## config.mk

```make
export PLATFORM = sky130hd
export DESIGN_NAME = uart_tx_ctrl_flat
export DESIGN_NICKNAME = d
export VERILOG_FILES = /design/src/rtl/uart_tx_ctrl_if.sv /design/src/rtl/uart_tx_ctrl.sv /design/src/flat_wrapper.sv
export SDC_FILE = /design/constraint.sdc
export NUM_CORES = 1
export LEC_CHECK = 0
export ABC_AREA = 1
export CAP_MARGIN = 20
export CORE_MARGIN = 5
export CORE_UTILIZATION = 25
export CTS_CLUSTER_DIAMETER = 40
export DETAILED_ROUTE_END_ITERATION = 10
export GPL_ROUTABILITY_DRIVEN = 0
export HOLD_SLACK_MARGIN = 0.15
export MAX_ROUTING_LAYER = met4
export PLACE_DENSITY = 0.4
export SLEW_MARGIN = 5
export SYNTH_ARGS = -nofsm -noshare
export SYNTH_HDL_FRONTEND = slang
export SYNTH_SLANG_ARGS = --single-unit
```

## constraint.sdc

```tcl
create_clock -name clk -period 2.8 [get_ports clk]
set_clock_uncertainty 0.05 [all_clocks]
set_input_delay 0.56 -clock clk [delete_from_list [all_inputs] [get_ports clk]]
set_output_delay 0.56 -clock clk [all_outputs]
set_load 0.02 [all_outputs]
```

## src/rtl/uart_tx_ctrl_if.sv

```systemverilog
// FIFO-side handshake bundle for the UART TX sequencer.
// master: controller (pops), slave: FIFO (supplies head data/empty).
interface uart_tx_ctrl_if;
  logic       fifo_empty;
  logic [7:0] fifo_data;
  logic       fifo_pop;

  modport master (
    input  fifo_empty,
    input  fifo_data,
    output fifo_pop
  );

  modport slave (
    output fifo_empty,
    output fifo_data,
    input  fifo_pop
  );
endinterface

```

## src/rtl/uart_tx_ctrl.sv

```systemverilog
// UART TX sequencer: pops one char from the TX FIFO and sends
// start, 5-8 data bits LSB first, optional parity, 1-2 stop bits.
// Ports: clk, rstn (async low), tx_en, divisor, char_len,
// parity_en, even_par, stop2, fifo (master), txd, busy, tx_done.
module uart_tx_ctrl #(
  parameter int DIV_W = 16
) (
  input  logic             clk,
  input  logic             rstn,
  input  logic             tx_en,
  input  logic [DIV_W-1:0] divisor,
  input  logic [1:0]       char_len,
  input  logic             parity_en,
  input  logic             even_par,
  input  logic             stop2,
  uart_tx_ctrl_if.master   fifo,
  output logic             txd,
  output logic             busy,
  output logic             tx_done
);

  localparam logic [2:0] IDLE   = 3'd0;
  localparam logic [2:0] START  = 3'd1;
  localparam logic [2:0] DATA   = 3'd2;
  localparam logic [2:0] PARITY = 3'd3;
  localparam logic [2:0] STOP1  = 3'd4;
  localparam logic [2:0] STOP2  = 3'd5;

  localparam logic [DIV_W-1:0] ONE = DIV_W'(1);

  logic [2:0]       state_q, state_d;
  logic [DIV_W-1:0] cnt_q, cnt_d;
  logic [DIV_W-1:0] div_q, div_d;
  logic [7:0]       shift_q, shift_d;
  logic [2:0]       bit_q, bit_d;
  logic [2:0]       last_q, last_d;
  logic             pen_q, pen_d;
  logic             par_q, par_d;
  logic             stp2_q, stp2_d;
  logic             txd_q, txd_d;
  logic             pop;
  logic             start;
  logic             tick;
  logic [7:0]       mask;

  // Keeps only the bits that will actually be sent.
  assign mask  = 8'hFF >> (3'd3 - {1'b0, char_len});
  assign start = tx_en & ~fifo.fifo_empty
               & (divisor != '0);
  assign tick  = (cnt_q == '0);

  always_comb begin
    state_d = state_q;
    cnt_d   = cnt_q;
    div_d   = div_q;
    shift_d = shift_q;
    bit_d   = bit_q;
    last_d  = last_q;
    pen_d   = pen_q;
    par_d   = par_q;
    stp2_d  = stp2_q;
    txd_d   = txd_q;
    pop     = 1'b0;
    case (state_q)
      IDLE: begin
        txd_d = 1'b1;
        cnt_d = '0;
        if (start) begin
          pop     = 1'b1;
          shift_d = fifo.fifo_data;
          div_d   = divisor;
          cnt_d   = divisor - ONE;
          last_d  = {1'b0, char_len} + 3'd4;
          pen_d   = parity_en;
          stp2_d  = stop2;
          par_d   = ^(fifo.fifo_data & mask)
                  ^ ~even_par;
          txd_d   = 1'b0;
          state_d = START;
        end
      end
      START: begin
        cnt_d = tick ? div_q - ONE : cnt_q - ONE;
        if (tick) begin
          bit_d   = '0;
          txd_d   = shift_q[0];
          state_d = DATA;
        end
      end
      DATA: begin
        cnt_d = tick ? div_q - ONE : cnt_q - ONE;
        if (tick) begin
          shift_d = {1'b0, shift_q[7:1]};
          if (bit_q == last_q) begin
            txd_d   = pen_q ? par_q : 1'b1;
            state_d = pen_q ? PARITY : STOP1;
          end else begin
            bit_d = bit_q + 3'd1;
            txd_d = shift_q[1];
          end
        end
      end
      PARITY: begin
        cnt_d = tick ? div_q - ONE : cnt_q - ONE;
        if (tick) begin
          txd_d   = 1'b1;
          state_d = STOP1;
        end
      end
      STOP1: begin
        cnt_d = tick ? div_q - ONE : cnt_q - ONE;
        if (tick) begin
          txd_d   = 1'b1;
          state_d = stp2_q ? STOP2 : IDLE;
        end
      end
      STOP2: begin
        cnt_d = tick ? div_q - ONE : cnt_q - ONE;
        if (tick) begin
          txd_d   = 1'b1;
          state_d = IDLE;
        end
      end
      default: begin
        txd_d   = 1'b1;
        state_d = IDLE;
      end
    endcase
  end

  always_ff @(posedge clk or negedge rstn) begin
    if (!rstn) begin
      state_q <= IDLE;
      cnt_q   <= '0;
      div_q   <= '0;
      shift_q <= '0;
      bit_q   <= '0;
      last_q  <= '0;
      pen_q   <= 1'b0;
      par_q   <= 1'b0;
      stp2_q  <= 1'b0;
      txd_q   <= 1'b1;
    end else begin
      state_q <= state_d;
      cnt_q   <= cnt_d;
      div_q   <= div_d;
      shift_q <= shift_d;
      bit_q   <= bit_d;
      last_q  <= last_d;
      pen_q   <= pen_d;
      par_q   <= par_d;
      stp2_q  <= stp2_d;
      txd_q   <= txd_d;
    end
  end

  assign fifo.fifo_pop = pop;
  assign txd     = txd_q;
  assign busy    = (state_q != IDLE);
  assign tx_done = tick
                 & (((state_q == STOP1) & ~stp2_q)
                 | (state_q == STOP2));

endmodule

```

## src/flat_wrapper.sv

```systemverilog
// flat-port wrapper written by rule: the top's interface ports become plain ports
module uart_tx_ctrl_flat 
#(
  parameter int DIV_W = 16
)
  (clk, rstn, tx_en, divisor, char_len, parity_en, even_par, stop2, txd, busy, tx_done, fifo_fifo_empty, fifo_fifo_data, fifo_fifo_pop);
  uart_tx_ctrl_if fifo_i ();
  input  logic clk;
  input  logic rstn;
  input  logic tx_en;
  input  logic [DIV_W-1:0] divisor;
  input  logic [1:0] char_len;
  input  logic parity_en;
  input  logic even_par;
  input  logic stop2;
  output logic txd;
  output logic busy;
  output logic tx_done;
  input wire logic [$bits(fifo_i.fifo_empty)-1:0] fifo_fifo_empty;
  input wire logic [$bits(fifo_i.fifo_data)-1:0] fifo_fifo_data;
  output wire logic [$bits(fifo_i.fifo_pop)-1:0] fifo_fifo_pop;
  assign fifo_i.fifo_empty = fifo_fifo_empty;
  assign fifo_i.fifo_data = fifo_fifo_data;
  assign fifo_fifo_pop = fifo_i.fifo_pop;
  uart_tx_ctrl #(.DIV_W(DIV_W)) u_core (.clk(clk), .rstn(rstn), .tx_en(tx_en), .divisor(divisor), .char_len(char_len), .parity_en(parity_en), .even_par(even_par), .stop2(stop2), .fifo(fifo_i), .txd(txd), .busy(busy), .tx_done(tx_done));
endmodule
```

==> impl_metrics.py <==
metrics = {
    "logic_synthesis": {
        "postSynthAreaPerCell_sq_um": 6.97,
        "synthCells": 520,
        "yosysSeqAreaShare": 0.366,
        "syn_nets": 556,
        "synth.distinct_cells": 46,
        "ys_warn_count": 0,
        "synth_area_sq_mm": 0.00362,
        "ys_seq_elements": 53,
    },
    "floorplanning": {
        "io_pins": 37,
        "die_x_um": 130,
        "start_util": 0.252,
        "die_y_um": 130,
        "fp.dieArea_sq_mm": 0.0170,
        "core_sq_mm": 0.0144,
        "fp-row-count": 44,
    },
    "setup_path": {
        "crit_required_ps": 2190,
        "path_common_cell": "nand3_1",
        "regToRegStartpoint": "u_core.cnt_q[15]$_DFFE_PN0P_",
        "startpoint_type": "primary input",
        "crit_fanout": 3,
        "critPathKind": "primary input to output port",
        "rr_endpoint": "u_core.cnt_q[10]$_DFFE_PN0P_",
        "cp.arrival_ps": 2040,
        "endpoint_kind": "output port",
        "slowest_stage": "clkdlybuf4s50_1",
        "worstRegToRegCells": 14,
        "path_cells": "clkdlybuf4s50_1 > inv_1 > ha_1 > nand2_2 > nor2_1 > nand3_1 > nand3_1 > nor2_2 > buf_4",
        "regToRegSetupSlack_ps": 340,
        "critPathMaxStageDelay_ps": 470,
    },
    "sta": {
        "setup_viol": 0,
        "fin_tns_setup_ps": 0,
        "slew_headroom": 0.486,
        "finalHoldViolations": 0,
        "rsz0062_at_grt": "no",
        "final.min_clock_period_ps": 2650,
        "min_period_over_period": 0.947,
        "max_freq_ghz": 0.377,
        "worst_slew_pin_slew_ps": 772,
        "drv_slew": 0,
    },
    "cts": {
        "cts_setup_buffers": 0,
        "cts_tree": "built",
        "insertion_delay_ps": 300,
        "cts_sinks": 53,
        "cts_inserted_buffers": 5,
        "htree_levels": 2,
        "cts-root-buf": "clkbuf_16",
        "clock_path_buffers": 2,
        "clk_pin_slew_ps": 70,
    },
    "drt": {
        "first_pass_iters": 4,
        "wl_per_cell_um": 14.3,
        "vias_per_cell": 4.50,
        "route.met2.wl_mm": 5.23,
        "met3_length_um": 301,
        "wl_mm": 11.1,
        "drc_errors": 0,
        "met1_length_mm": 5.36,
        "route.top_layer_used": "met4",
        "drt_iter0_markers": 179,
        "vias": 3477,
        "drtAntennaViolNets": 0,
    },
    "global_route": {
        "track_usage": 0.142,
        "grt_pass1_vias": 3550,
        "grt_max_degree": 30,
        "overflow": 0,
        "grt_pass1_wl_mm": 18.3,
        "antenna_found_initial": 0,
    },
    "worst_hold_path": {
        "min_path_type": "primary input to asynchronous set/reset pin",
    },
    "cells_and_area": {
        "area_growth_pct": 26.8,
        "layout_common_cells": "nand2_1 (128), nor2_1 (74), inv_1 (56), dfrtp_1 (52), nand3_1 (39)",
        "layout.nets": 624,
        "fillers": 1564,
        "drive_above_1_share": 0.134,
        "n_antenna_cell": 0,
        "final_common_cell": "nand2_1",
        "final_cells": 773,
    },
    "place": {
        "dp.cells": 765,
        "portBuffers": 36,
        "dp_hpwl_mm": 8.66,
    },
    "power": {
        "powerDensity_mw_per_mm2": 916,
        "power.leakage_nw": 2.17,
        "vdd_drop_max_mv": 0.284,
    },
    "run": {
        "drv_cap": 0,
    },
    "status": {
        "status": "finished clean",
    },
}
==> metrics by stage <==
stage                     area (sq um)  utilization  worst slack, ps  hold WS (ps)  total power [W]
final                             4600        0.320              148           279          0.00421
after global routing              4600        0.320             11.2           346          0.00462
after CTS                         4600        0.320             34.7           314          0.00427
after detailed placement          4420        0.308             -352           419          0.00351
after global placement            4420        0.308             -323           416          0.00351
after floorplan                   3620            -              388           214          0.00285
==> where the power goes <==
| part | internal [W] | switching (W) |
|---|---|---|
| Combinational | 0.000778 | 0.00140 |
| Clock | 0.000424 | 0.000305 |
| Sequential | 0.00109 | 0.000212 |
| Total | 0.00229 | 0.00192 |
==> cells by family after synthesis <==
| family | count (synthesis) | share of synthesized area |
|---|---|---|
| compound gates | 90 | 0.143 |
| xor+xnor | 23 | 0.0556 |
| fa+ha+maj | 3 | 0.0104 |
| buf+inv | 74 | 0.0856 |
| flops | 53 | 0.366 |
| simple gates | 277 | 0.339 |
==> synth_stat cells, drive strengths merged <==
cell type / instances / share of area
a211oi: 1 / 0.0021
a21oi: 25 / 0.036
a221oi: 1 / 0.0024
a22oi: 2 / 0.0055
a31oi: 5 / 0.0086
a41oi: 1 / 0.0024
buf: 8 / 0.016
clkbuf: 5 / 0.0052
clkinv: 2 / 0.0035
dfrtp: 52 / 0.36
dfstp: 1 / 0.0073
ha: 3 / 0.010
inv: 59 / 0.061
nand2: 133 / 0.14
nand3: 40 / 0.059
nand3b: 4 / 0.0083
nand4: 2 / 0.0035
nor2: 86 / 0.11
nor3: 8 / 0.012
nor4: 1 / 0.0017
o211ai: 4 / 0.0083
o21ai: 47 / 0.070
o22ai: 2 / 0.0035
o31ai: 1 / 0.0021
o41ai: 1 / 0.0024
or2: 3 / 0.0059
xnor2: 10 / 0.024
xor2: 13 / 0.031
==> registers in the layout (all words and copies together) (netlist names), 3 cells and up <==
name            count
u_core.div_q       16
u_core.last_q       3
u_core.state_q      3
u_core.bit_q        3
u_core.cnt_q       16
u_core.shift_q      8
==> worst max-delay path by stage <==
| stage | start | to | slack [ps] | cells after the start |
|---|---|---|---|---|
| global route | divisor[0] | fifo_fifo_pop | 10 | 9 |
| finish | divisor[0] | fifo_fifo_pop | 150 | 9 |
| floorplan | divisor[0] | fifo_fifo_pop | 390 | 9 |
| global placement | divisor[0] | fifo_fifo_pop | -320 | 9 |
| detailed placement | divisor[0] | fifo_fifo_pop | -350 | 9 |
| CTS | divisor[0] | fifo_fifo_pop | 30 | 9 |
==> timing repair <==
| item | in CTS | in global routing |
|---|---|---|
| gates resized for setup | 4 | 3 |
| hold buffers | 0 | 0 |
| endpoints found under the setup margin | 1 | 6 |
==> per-layer routing <==
metal  global-route usage  up-vias
met1                0.190     1595
met3               0.0199       12
met5                    -        -
li1                     -     1811
met2                0.226       59
met4               0.0405        0
==> worst max-delay path: cells and delay by family <==
kind | cells | cell delay, ps
fa+ha+maj | 1 | 230
buf+inv | 3 | 700
simple gates | 5 | 560
==> layout make-up <==
class | instances | area [sq um] | share of cell area
clock buffers | 5 | 125 | 0.0272
inverters | 61 | 234 | 0.0509
clock inverters | 3 | 46.3 | 0.0101
well taps | 184 | 230 | 0.0501
multi-input cells | 393 | 1990 | 0.433
repair buffers | 74 | 642 | 0.140
flip-flops and latches | 53 | 1330 | 0.289
No activity file was read; power rests on OpenSTA's default activity.
